--- src/rtl/fetch_pc_predictor.sv ---
// Fetch-stage PC register with a direct-mapped BTB and 2-bit saturating counters.
// Presents the fetch PC and instruction, plus a taken/not-taken prediction and target.
module fetch_pc_predictor #(
    parameter logic [31:0] RESET_PC  = 32'h0000_0000,
    parameter int          BTB_IDX_W = 4
) (
    input  logic        iClk,
    input  logic        iRst,
    input  logic        iStallF,
    input  logic [31:0] iInstrMem,
    input  logic        iUpdateE,
    input  logic [31:0] iPCE,
    input  logic [31:0] iTargetE,
    input  logic        iTakenE,
    input  logic        iRedirectE,
    output logic [31:0] oPCF,
    output logic [31:0] oInstructionF,
    output logic        oTakeJBF,
    output logic [31:0] oPredTargetF
);

    localparam int ENTRIES = 1 << BTB_IDX_W;
    localparam int TAG_W   = 32 - BTB_IDX_W - 2;

    logic [31:0]                      pc_q, pc_d;
    logic [ENTRIES-1:0]               valid_q, valid_d;
    logic [ENTRIES-1:0][TAG_W-1:0]    tag_q, tag_d;
    logic [ENTRIES-1:0][31:0]         target_q, target_d;
    logic [ENTRIES-1:0][1:0]          cnt_q, cnt_d;

    logic [BTB_IDX_W-1:0] lk_idx, up_idx;
    logic [TAG_W-1:0]     lk_tag, up_tag;
    logic                 lk_hit, up_hit, take;
    logic [31:0]          pred_target;

    always_comb begin
        lk_idx      = pc_q[BTB_IDX_W+1:2];
        lk_tag      = pc_q[31:BTB_IDX_W+2];
        lk_hit      = valid_q[lk_idx] && (tag_q[lk_idx] == lk_tag);
        take        = lk_hit && cnt_q[lk_idx][1];
        pred_target = take ? target_q[lk_idx] : pc_q + 32'd4;
    end

    // Training: misses allocate only on taken outcomes; hits move the counter.
    always_comb begin
        valid_d  = valid_q;
        tag_d    = tag_q;
        target_d = target_q;
        cnt_d    = cnt_q;
        up_idx   = iPCE[BTB_IDX_W+1:2];
        up_tag   = iPCE[31:BTB_IDX_W+2];
        up_hit   = valid_q[up_idx] && (tag_q[up_idx] == up_tag);
        if (iUpdateE) begin
            if (up_hit) begin
                if (iTakenE) begin
                    target_d[up_idx] = iTargetE;
                    if (cnt_q[up_idx] != 2'b11) begin
                        cnt_d[up_idx] = cnt_q[up_idx] + 2'd1;
                    end
                end else if (cnt_q[up_idx] != 2'b00) begin
                    cnt_d[up_idx] = cnt_q[up_idx] - 2'd1;
                end
            end else if (iTakenE) begin
                valid_d[up_idx]  = 1'b1;
                tag_d[up_idx]    = up_tag;
                target_d[up_idx] = iTargetE;
                cnt_d[up_idx]    = 2'b10;
            end
        end
    end

    // A redirect from Execute wins over a stall so mispredictions always recover.
    always_comb begin
        pc_d = pred_target;
        if (iRedirectE) begin
            pc_d = iTakenE ? iTargetE : iPCE + 32'd4;
        end else if (iStallF) begin
            pc_d = pc_q;
        end
    end

    always_ff @(posedge iClk or posedge iRst) begin
        if (iRst) begin
            pc_q     <= RESET_PC;
            valid_q  <= '0;
            tag_q    <= '0;
            target_q <= '0;
            cnt_q    <= {ENTRIES{2'b01}};
        end else begin
            pc_q     <= pc_d;
            valid_q  <= valid_d;
            tag_q    <= tag_d;
            target_q <= target_d;
            cnt_q    <= cnt_d;
        end
    end

    assign oPCF          = pc_q;
    assign oInstructionF = iInstrMem;
    assign oTakeJBF      = take;
    assign oPredTargetF  = pred_target;

endmodule
--- config.mk ---
export PLATFORM = sky130hd
export DESIGN_NAME = fetch_pc_predictor
export DESIGN_NICKNAME = d
export VERILOG_FILES = /design/src/rtl/fetch_pc_predictor.sv
export SDC_FILE = /design/constraint.sdc
export NUM_CORES = 2
export LEC_CHECK = 0
export CAP_MARGIN = 20
export CORE_AREA = 5 5 304 306
export DETAILED_ROUTE_END_ITERATION = 8
export DIE_AREA = 0 0 309 311
export GPL_TIMING_DRIVEN = 0
export PLACE_DENSITY_LB_ADDON = 0.05
export SYNTH_ARGS = -nofsm -noshare
export SYNTH_HDL_FRONTEND = slang
export SYNTH_SLANG_ARGS = --single-unit
--- constraint.sdc ---
create_clock -name iClk -period 54.2 [get_ports iClk]
set_input_delay 13.55 -clock iClk [delete_from_list [all_inputs] [get_ports iClk]]
set_output_delay 13.55 -clock iClk [all_outputs]
set_load 0.005 [all_outputs]
==> impl_metrics.csv <==
group,metric,value,unit
outcome,status,"finished, final reports clean",
job,cap_viol_max_count,0,
setup_path,reg2reg_from,"oPCF[3]",
synthesis,synth.net_count,3810,
power_and_ir_drop,p_per_area,39.2,mW/mm²
routing,via_count,37000,
synthesis,yosys_warnings,0,
power_and_ir_drop,switching_share,0.304,
timing,fmax,36.1,MHz
setup_path,critPathTopFamily,"buffers and inverters",
grt,grt_max_degree,126,
clock_tree,cts_resized,0,
synthesis,synth-edff-count,0,
timing,timing.setup.tns,0,ns
clock_tree,cts_buffer_depth,3,
routing,routed_via_density,7.03,
routing,remaining_drc_errors,0,
clock_tree,post_cts_buffers,0,
synthesis,syn_avg_cell_area,14.3,µm²
worst_hold_path,min-delay-start,"cnt_q[14]",
routing,wire_per_inst,37.0,µm
synthesis,ys.flop_type,"dfrtp_1",
clock_tree,root_buffer,"clkbuf_16",
synthesis,synth-seq-cells,1008,
die,placementRows,110,
routing,wirelength,194,mm
die,die_w,309,µm
grt,grt_pass1_vias,37600,
routing,drt_first_pass_iters,5,
final_layout,final_cells,5256,
power_and_ir_drop,p_int,1.64,mW
setup_path,worstPathArrival,14.15,ns
die,die-height,311,µm
grt,overflow,0,
setup_path,worst-setup-path-type,"in2out",
timing,period_share,0.511,
die,core_region_area,0.0893,mm²
placement,placed_cells,5051,
timing,tightestPinTransition,1.19,ns
placement,dp_hpwl,142,mm
power_and_ir_drop,pwr-share-comb,0.257,
setup_path,critPathMaxStageDelay,0.52,ns
clock_tree,numCtsBuffers,107,
power_and_ir_drop,power.share.clock,0.318,
placement,io_buffers,156,
timing,final-hold-violation-count,0,
setup_path,critical_path.slowest_cell,"clkdlybuf4s50_1",
clock_tree,clk_pin_slew_worst_paths,0.06,ns
die,io_pins,199,
power_and_ir_drop,power_frac_seq,0.425,
clock_tree,cts_sinks,1008,
routing,postRouteAntennaNets,0,
synthesis,async_flop_share,1.00,
setup_path,startpoint,"iInstrMem[3]",
timing,skew,0.0393,ns
setup_path,worstPathCellList,"buf_4, clkdlybuf4s50_1",
setup_path,start_kind,"primary input",
grt,grt_antenna_before_repair,13,
final_layout,layout-drive-gt1-share,0.417,
timing,setup_viol,0,
routing,drtIter0Drc,4520,
timing,rsz0062_at_grt,"false",
power_and_ir_drop,cellLeakagePower,26.3,nW
die,die_area,0.0961,mm²
synthesis,yosysSeqAreaShare,0.476,
setup_path,cp_num_buf_inv,2,
grt,grt_usage,0.404,
synthesis,syn_area,0.0530,mm²
timing,finalCriticalPeriod,27.70,ns
clock_tree,clock_latency,0.72,ns
timing,slew_headroom,0.207,
synthesis,ys_types,96,
grt,grt_pass1_wl,278,mm
setup_path,worstPathRequired,40.65,ns
timing,drv_slew,0,
power_and_ir_drop,ir_drop,0.0000319,V
final_layout,most-common-layout-cells,"dfrtp_1, mux2_2, mux4_2, clkbuf_1, clkdlybuf4s50_1",
setup_path,crit_fanout,1,
clock_tree,cts_hold_buf,0,
clock_tree,cts_tree,"done",
worst_hold_path,hp-class,"reg2reg",
final_layout,final_nets,4096,
power_and_ir_drop,switching_power,0.715,mW
setup_path,cp-end-kind,"output pin",
final_layout,layout_commonest_cell,"dfrtp_1",
final_layout,syn2layout_area_growth,13.3,%
clock_tree,cts_max_level,3,
placement,routabilityCongestion,1.06,
synthesis,synthCells,3701,
die,start_util,0.594,
-- sequential cells by signal, indices dropped and copies added (netlist names) --
signal / count
target_q: 512
cnt_q: 32
tag_q: 416
oPCF: 32
valid_q: 16
-- layer usage --
layer	track usage	wire length, µm	vias up
met2	0.617	88500	2159
li1	-	-	14700
met3	0.0983	18600	649
met5	0	66	-
met4	0.247	15300	10
met1	0.527	71800	19500
-- metrics by stage --
stage          hold WS, ns  worst slack (ns)   util  total power, mW  area, µm²
4_1_cts              0.461             26.50  0.672             2.34      60000
3_5_place_dp         0.453             26.50  0.632             1.60      56500
6_report             0.460             26.50  0.673             2.35      60100
3_3_place_gp         0.450            0.0661  0.628             1.58      56100
2_1_floorplan        0.438             12.31      -             1.37      53000
5_1_grt              0.482             26.50  0.673             2.43      60100
-- final timing paths --
check | to | slack, ns | cells after the start
worst max-delay path | oInstructionF[3] | 26.50 | 2
max in group asynchronous | target_q[182] | 38.53 | 5
min in group asynchronous | tag_q[57] | 13.47 | 2
worst min-delay path | cnt_q[14] | 0.46 | 2
worst min register to register | cnt_q[14] | 0.46 | 2
worst max register to register | oPCF[28] | 47.11 | 12
-- logic make-up (layout without fill, tap and decap cells) --
group | Yosys count | after routing | synth area share
AND/OR/NAND/NOR | 415 | 415 | 0.0410
flip-flops | 1008 | 1008 | 0.476
other | 0 | 7 | 0
AO/OA/AOI/OAI | 339 | 339 | 0.0493
buffers and inverters | 419 | 791 | 0.0395
adder cells (fa/ha/maj) | 7 | 7 | 0.00165
multiplexers | 1428 | 1428 | 0.379
XOR/XNOR | 85 | 85 | 0.0140
-- cell usage after synthesis, types with 38 or more instances --
master    count  area share
nor2_1       96      0.0068
mux4_2      358        0.15
nand3_1      38      0.0036
a22oi_1      39      0.0055
o21ai_0      50      0.0047
buf_1        52      0.0037
inv_1        54      0.0038
nand2_1     111      0.0079
buf_2        61      0.0058
mux2_2      923        0.20
buf_4        65      0.0092
mux2i_1     122       0.023
xnor2_1      64       0.011
dfrtp_1     992        0.47
clkbuf_1    157       0.011
-- cell type report --
| type | instances | area, µm² |
|---|---|---|
| Clock inverter | 34 | 364 |
| Timing Repair Buffer | 177 | 2000 |
| Clock buffer | 161 | 3190 |
| Multi-Input combinational cell | 2274 | 25700 |
| Buffer | 358 | 1860 |
| Inverter | 61 | 236 |
| Fill cell | 6564 | 29200 |
| Sequential cell | 1008 | 25200 |
| Tap cell | 1176 | 1470 |
| Antenna cell | 7 | 17.5 |
-- power groups by stage --
stage	combinational, mW	clock, mW	sequential, mW
floorplan	0.401	0	0.973
global placement	0.574	0	1.00
detailed placement	0.590	0	1.01
CTS	0.592	0.753	0.994
global route	0.628	0.784	1.01
finish	0.604	0.749	1.00
No activity file was read; power rests on OpenSTA's default activity.
